--- config.mk ---
export PLATFORM = sky130hd
export DESIGN_NAME = scr1_mem_arb2
export DESIGN_NICKNAME = d
export VERILOG_FILES = /design/src/rtl/scr1_mem_arb2.sv
export SDC_FILE = /design/constraint.sdc
export NUM_CORES = 1
export LEC_CHECK = 0
export CORE_AREA = 2 2 122 124
export CTS_CLUSTER_DIAMETER = 40
export DETAILED_ROUTE_END_ITERATION = 10
export DIE_AREA = 0 0 124 126
export PLACE_DENSITY = 0.62
export SYNTH_ARGS = -nofsm -noshare
export SYNTH_HDL_FRONTEND = slang
export SYNTH_SLANG_ARGS = --single-unit
--- constraint.sdc ---
create_clock -name clk -period 2 [get_ports clk]
set_input_delay 0.3 -clock clk [delete_from_list [all_inputs] [get_ports clk]]
set_output_delay 0.3 -clock clk [all_outputs]
set_load 0.05 [all_outputs]
--- src/rtl/scr1_mem_arb2.sv ---
// Two-port round-robin memory arbiter in front of one in-order slave.
// An ID FIFO remembers which port owns each accepted request so that responses can be routed back.
module scr1_mem_arb2 #(
    parameter int SCR1_ARB_DEPTH  = 2,
    parameter int SCR1_ARB_AWIDTH = 32,
    parameter int SCR1_ARB_DWIDTH = 32
) (
    input  logic                       clk,
    input  logic                       rst_n,
    input  logic                       p0_req,
    input  logic                       p0_cmd,
    input  logic [1:0]                 p0_width,
    input  logic [SCR1_ARB_AWIDTH-1:0] p0_addr,
    input  logic [SCR1_ARB_DWIDTH-1:0] p0_wdata,
    output logic                       p0_req_ack,
    output logic [SCR1_ARB_DWIDTH-1:0] p0_rdata,
    output logic [1:0]                 p0_resp,
    input  logic                       p1_req,
    input  logic                       p1_cmd,
    input  logic [1:0]                 p1_width,
    input  logic [SCR1_ARB_AWIDTH-1:0] p1_addr,
    input  logic [SCR1_ARB_DWIDTH-1:0] p1_wdata,
    output logic                       p1_req_ack,
    output logic [SCR1_ARB_DWIDTH-1:0] p1_rdata,
    output logic [1:0]                 p1_resp,
    output logic                       s_req,
    output logic                       s_cmd,
    output logic [1:0]                 s_width,
    output logic [SCR1_ARB_AWIDTH-1:0] s_addr,
    output logic [SCR1_ARB_DWIDTH-1:0] s_wdata,
    input  logic                       s_req_ack,
    input  logic [SCR1_ARB_DWIDTH-1:0] s_rdata,
    input  logic [1:0]                 s_resp,
    output logic                       arb_err
);

    localparam int PW = (SCR1_ARB_DEPTH > 1) ? $clog2(SCR1_ARB_DEPTH) : 1;
    localparam int CW = $clog2(SCR1_ARB_DEPTH + 1);
    localparam logic [CW-1:0] DEPTH_C  = CW'(SCR1_ARB_DEPTH);
    localparam logic [PW-1:0] PTR_LAST = PW'(SCR1_ARB_DEPTH - 1);
    localparam logic [1:0]    RESP_NOTRDY = 2'b00;

    logic          rr_q,      rr_d;
    logic          lock_q,    lock_d;
    logic          lock_id_q, lock_id_d;
    logic [CW-1:0] count_q,   count_d;
    logic [PW-1:0] wr_ptr_q,  wr_ptr_d;
    logic [PW-1:0] rd_ptr_q,  rd_ptr_d;
    logic          arb_err_q, arb_err_d;
    logic          id_mem [SCR1_ARB_DEPTH];

    logic gnt_vld;
    logic gnt_id;
    logic gnt_req;
    logic full;
    logic empty;
    logic accept;
    logic resp_vld;
    logic pop;
    logic head_id;

    // A stalled request keeps ownership of the slave port until the slave accepts it.
    always_comb begin
        gnt_vld = 1'b0;
        gnt_id  = 1'b0;
        if (lock_q) begin
            gnt_vld = 1'b1;
            gnt_id  = lock_id_q;
        end else if (p0_req && p1_req) begin
            gnt_vld = 1'b1;
            gnt_id  = rr_q;
        end else if (p0_req) begin
            gnt_vld = 1'b1;
            gnt_id  = 1'b0;
        end else if (p1_req) begin
            gnt_vld = 1'b1;
            gnt_id  = 1'b1;
        end
    end

    assign full    = (count_q == DEPTH_C);
    assign empty   = (count_q == '0);
    assign gnt_req = gnt_id ? p1_req : p0_req;

    always_comb begin
        s_req   = 1'b0;
        s_cmd   = 1'b0;
        s_width = 2'b00;
        s_addr  = '0;
        s_wdata = '0;
        if (rst_n && gnt_vld) begin
            s_req   = gnt_req & ~full;
            s_cmd   = gnt_id ? p1_cmd   : p0_cmd;
            s_width = gnt_id ? p1_width : p0_width;
            s_addr  = gnt_id ? p1_addr  : p0_addr;
            s_wdata = gnt_id ? p1_wdata : p0_wdata;
        end
    end

    assign accept     = s_req & s_req_ack;
    assign p0_req_ack = accept & ~gnt_id;
    assign p1_req_ack = accept &  gnt_id;

    // Routing uses the occupancy from before this cycle, so a same-cycle push never owns the response.
    assign resp_vld = rst_n & (s_resp != RESP_NOTRDY);
    assign pop      = resp_vld & ~empty;
    assign head_id  = id_mem[rd_ptr_q];

    always_comb begin
        p0_resp  = RESP_NOTRDY;
        p0_rdata = '0;
        p1_resp  = RESP_NOTRDY;
        p1_rdata = '0;
        if (pop) begin
            if (head_id) begin
                p1_resp  = s_resp;
                p1_rdata = s_rdata;
            end else begin
                p0_resp  = s_resp;
                p0_rdata = s_rdata;
            end
        end
    end

    always_comb begin
        rr_d      = accept ? ~gnt_id : rr_q;
        lock_d    = s_req & ~s_req_ack;
        lock_id_d = gnt_id;
        arb_err_d = resp_vld & empty;
        wr_ptr_d  = wr_ptr_q;
        rd_ptr_d  = rd_ptr_q;
        count_d   = count_q;
        if (accept) begin
            wr_ptr_d = (wr_ptr_q == PTR_LAST) ? '0 : wr_ptr_q + PW'(1);
        end
        if (pop) begin
            rd_ptr_d = (rd_ptr_q == PTR_LAST) ? '0 : rd_ptr_q + PW'(1);
        end
        case ({accept, pop})
            2'b10:   count_d = count_q + CW'(1);
            2'b01:   count_d = count_q - CW'(1);
            default: count_d = count_q;
        endcase
    end

    always_ff @(posedge clk or negedge rst_n) begin
        if (!rst_n) begin
            rr_q      <= 1'b0;
            lock_q    <= 1'b0;
            lock_id_q <= 1'b0;
            count_q   <= '0;
            wr_ptr_q  <= '0;
            rd_ptr_q  <= '0;
            arb_err_q <= 1'b0;
        end else begin
            rr_q      <= rr_d;
            lock_q    <= lock_d;
            lock_id_q <= lock_id_d;
            count_q   <= count_d;
            wr_ptr_q  <= wr_ptr_d;
            rd_ptr_q  <= rd_ptr_d;
            arb_err_q <= arb_err_d;
        end
    end

    // Stale entries left behind by a reset are never read, since count restarts at zero.
    always_ff @(posedge clk) begin
        if (accept) begin
            id_mem[wr_ptr_q] <= gnt_id;
        end
    end

    assign arb_err = arb_err_q;

endmodule

---- Word level (Yosys, flattened, before mapping) ----
Memories as Yosys holds them, arrays and structs flattened.
Cells that the tools add are included.
W data, S select, Z words.
operators by class
  $add $sub $neg .......................... 4
  bitwise operators ....................... 12
  reduce and logical (&&, ||, !) cells .... 5
  equal/unequal tests ..................... 3
  multiplexer cells ....................... 30
operators with widths
  operator               count
  $mux W32               8
  $mux W1                15
  $mux W2                6
  $and A1 B1 Y1          8
  $eq A2 B2 Y1 const B   2
  $not A1 Y1             4
  $pmux W2 S2            1
  $reduce_bool A2 Y1     2
  $add A1 B1 Y1 const B  2
  $add A2 B1 Y2 const B  1
  $eq A2 B1 Y1 const B   1
  $logic_and A1 B1 Y1    2
  $logic_not A2 Y1       1
  $sub A2 B1 Y2 const B  1
storage, ports and cells
  memories ................................ 1
  flip-flop bits (word level) ............. 8
  input bits .............................. 173
  memory bits (writable) .................. 2
  word-level logic and storage cells ...... 62
  output and inout port bits .............. 139
memories
  memory  depth  bits a word  read ports  clocked after memory_dff  wr ports  line  RTL
  id_mem  2      1            1           0                         1         50    logic id_mem [SCR1_ARB_DEPTH];

---- Longest topological paths before layout ----
Gate-level depths: netlist of the first run.
  depth in word-level cells ............... 10
  depth in mapped cells ................... 9
  gate-level depth less buffers ........... 8

---- Least setup slack after synthesis of the first run ----
OpenSTA, ideal clock, no wires.
  path type ............................... flip-flop to output port
  start point ............................. register lock_q
  end point ............................... output s_wdata[10]
  required time ........................... 1.700 ns
  arrival time ............................ 1.959 ns
  path slack .............................. -0.259 ns
  buffers on the path ..................... 3
  cell stages (with the launch flop) ...... 9
  path through ............................ dfrtp_1 nand2b_1 o21a_1 buf_6 inv_4 buf_6 buf_6 nand2_1 a21oi_1
between the ends
  longest elaborated chain between the ends .. 3
  elaborated cells between the ends (all ways) .. 5
RTL lines
  what                                             line    RTL
  from (decl)                                      44      logic lock_q, lock_d;
  from (signal assigned)                           157     lock_q <= lock_d;
  $mux W1                                          66      if (lock_q) begin
  $mux W32 or $logic_and A1 B1 Y1 (tied branches)  96, 91
  $mux W32 (*)                                     91      if (rst_n && gnt_vld) begin
  to (decl)                                        30      output logic [SCR1_ARB_DWIDTH-1:0] s_wdata,
Every way passes the cells marked *; elsewhere a longest branch is shown, timed or not.

---- Worst setup path after layout of the first run ----
  start point ............................. register rr_q
  end point ............................... output s_wdata[0]
between the ends
  longest elaborated chain between the ends .. 4
RTL lines
  what                    line  RTL
  from (decl)             43    logic rr_q, rr_d;
  from (signal assigned)  156   rr_q <= rr_d;
  $mux W1                 69    end else if (p0_req && p1_req) begin
  $mux W1                 66
  $mux W32                96    s_wdata = gnt_id ? p1_wdata : p0_wdata;
  $mux W32                91
Every way passes these cells.

==> flow_metrics.tcl, run 1 <==
set metrics [dict create \
    finalPower_w 0.00625 \
    die_x_um 124 \
    crit_fanout 8 \
    row_count 44 \
    drc 0 \
    synth-main-ff-cell "dfrtp_1" \
    powerDensity_nw_per_um2 759 \
    syn_nets 516 \
    hp-class "in2async" \
    vias 3791 \
    ant_nets 0 \
    ys_seq_area_share_pct 13.6 \
    grt_max_degree 20 \
    syn_area_per_cell_um2 5.59 \
    async_flop_share_pct 80.0 \
    cap_viol_max_count 0 \
    grt-ovfl-total 0 \
    tritoncts "yes" \
    first_pass_iters 4 \
    cts_buffer_depth 2 \
    hold_viol 0 \
    track_usage_pct 18.6 \
    die_y_um 126 \
    cts_max_level 1 \
    io_buffers 311 \
    synthCells 342 \
    max_freq_ghz 0.482 \
    root_buffer "clkbuf_16" \
    postLayoutCoreUtil_pct 57.5 \
    clk_pin_slew_ns 0.04 \
    clock_latency_ns 0.24 \
    yosysWarnings 0 \
    design_area_um2 8230 \
    worstMarginPinSlew_ns 0.543 \
    cp-end-kind "primary output" \
    hpwl_um 10700 \
    wl_per_cell_um 18.5 \
    die_area_um2 15600 \
    timing.final.ws_setup_ns -0.0734 \
    crit_arrival_ns 1.77 \
    violations "negative setup slack" \
    antenna_found_initial 1 \
    cts_sinks 10 \
    cp_cell_sequence "nor2b_4 > o21a_4 > buf_12 > clkbuf_16 > nand2_1 > a21oi_2 > buf_6" \
    r2r_setup_slack_ns 0.14 \
    place.gp.congestion 0.896 \
    placed_cell_area_um2 6820 \
    setup_viol 41 \
    relSlewSlack_pct 63.7 \
    drive_above_1_share_pct 57.8 \
    slowest_delay_ns 0.40 \
    wirelength_um 16100 \
    setup_tns_ns -0.762 \
    cp.required_ns 1.70 \
    cts_hold_repair.buffers 0 \
    netlist_area_um2 1910 \
    drt-initial-drc-count 77 \
    area_delta_synth_final_pct 330 \
    rsz0062_at_grt "true" \
    clock_skew_ns 0.00271 \
    grt_pass1_vias 4043 \
    vdd_drop_max_mv 0.351 \
    finalWorstPathRequiredPeriod_ns 2.07 \
    finalNetCount 860 \
    worst-setup-path-type "reg2out" \
    crit_slowest_cell "dfrtp_1" \
    synth_seq_cells 10 \
    core_um2 14300 \
    finalHoldWorstSlack_ns 0.278 \
    io-pin-count 312 \
    maxSlewViolCount 0 \
    synth-edff-count 2 \
    rr_startpoint "rr_q" \
    start_kind "flop" \
    worstReg2RegEnd "count_q[1]" \
    cts-buffers-inserted 3 \
    grt_pass1_wl_um 22000 \
    n_fill_cell 1160 \
    initial_core_util_pct 13.4 \
    status "finished with violations" \
    ys_types 28 \
    leakage_nw 3.31 \
    vias_per_cell 4.36 \
    fin_crit_sh_pct 104 \
    antennaDiodeCount 0 \
    worst-r2r-cell-count 8 \
]
area by class of cell:
type / count / area (µm²) / area share, %
well taps: 184 / 230 / 2.80
inverters: 3 / 23.8 / 0.289
multi-input cells: 306 / 2500 / 30.3
clock buffers: 4 / 88.8 / 1.08
repair buffers: 362 / 5130 / 62.3
flip-flops and latches: 10 / 262 / 3.18
power breakdown:
part           internal [W]  leakage (nW)  switching, W
logic               0.00269          3.15       0.00279
clock network      0.000301        0.0442     0.0000971
registers          0.000284         0.115     0.0000822
total               0.00328          3.31       0.00297
worst max-delay path: cells and delay by family (launching register included):
family	cells	cell delay (ns)
compound gates	2	0.38
buf+inv	3	0.55
flops	1	0.40
simple gates	2	0.20
layout by cell type, fill, tap and decap left out, types with 19 or more instances in the layout:
cell             synthesis  final
a21oi_4                  0     29
clkdlybuf4s50_1          0    168
a21oi_2                  0     38
buf_12                   0    133
nand2_1                136     76
buf_6                    4     22
nand2_2                  0     39
nand2_4                  0     21
buf_4                    0     19
and2_4                   0     55
sequential cells by signal, summed over array words and instances, names as in the netlist:
name	count
arb_err	1
count_q	2
id_mem	2
lock_id_q	1
lock_q	1
rd_ptr_q	1
rr_q	1
wr_ptr_q	1
per-stage QoR:
step,setup WS [ns],std cells
final,-0.0734,869
after global routing,-0.129,869
after CTS,-0.0824,864
after detailed placement,-0.372,835
after global placement,-0.312,835
after floorplan,0.0357,342
cell usage after synthesis (2+ instances only):
library cell,instances,area [µm²]
nor2_1,5,18.8
clkbuf_1,10,37.5
nand2_1,136,510
edfxtp_1,2,60.1
nor2b_1,3,18.8
buf_6,4,45.0
nor3_1,3,15.0
and2_1,69,432
xnor2_1,4,35.0
o21a_1,2,15.0
a21oi_1,67,335
buf_2,13,65.1
inv_1,2,7.51
dfrtp_1,8,200
timing repair:
| action | CTS | global route |
|---|---|---|
| setup endpoints to repair | 139 | 119 |
| resized for setup | 118 | 122 |
| buffers inserted | 12 | 2 |
| cloned | 14 | 6 |
| pin swaps | 33 | 57 |
kinds of logic after synthesis:
group,share of synthesized area [%]
mux,0.524
fa+ha+maj,0.654
buf+inv,8.64
compound gates,20.7
flops,13.6
xor+xnor,2.29
simple gates,53.5
worst max path at each step:
stage	slack [ns]	end	cells past startpoint	from
2_1_floorplan	0.04	s_wdata[10]	8	lock_q
4_1_cts	-0.08	s_wdata[1]	8	lock_q
3_5_place_dp	-0.37	p0_rdata[3]	6	s_resp[0]
3_3_place_gp	-0.31	p0_rdata[22]	6	s_resp[0]
6_report	-0.07	s_wdata[0]	7	rr_q
5_1_grt	-0.13	s_wdata[0]	7	rr_q
per-layer routing:
layer  vias up  track usage [%]  part of all wire (%)
li1       1786                -                     -
met2       177             37.4                    56
met1      1803             18.6                    35
met4         2             3.70                   1.8
met3        23             4.80                   7.6
met5         -                0                 0.099
Note: power is estimated with default switching activity, not from simulation.
==> run 2, diff against run 1 <==
- SLEW_MARGIN: unset -> 20
==> results of run 2 <==
Final layout, timing and power as in run 1 (identical DEF).
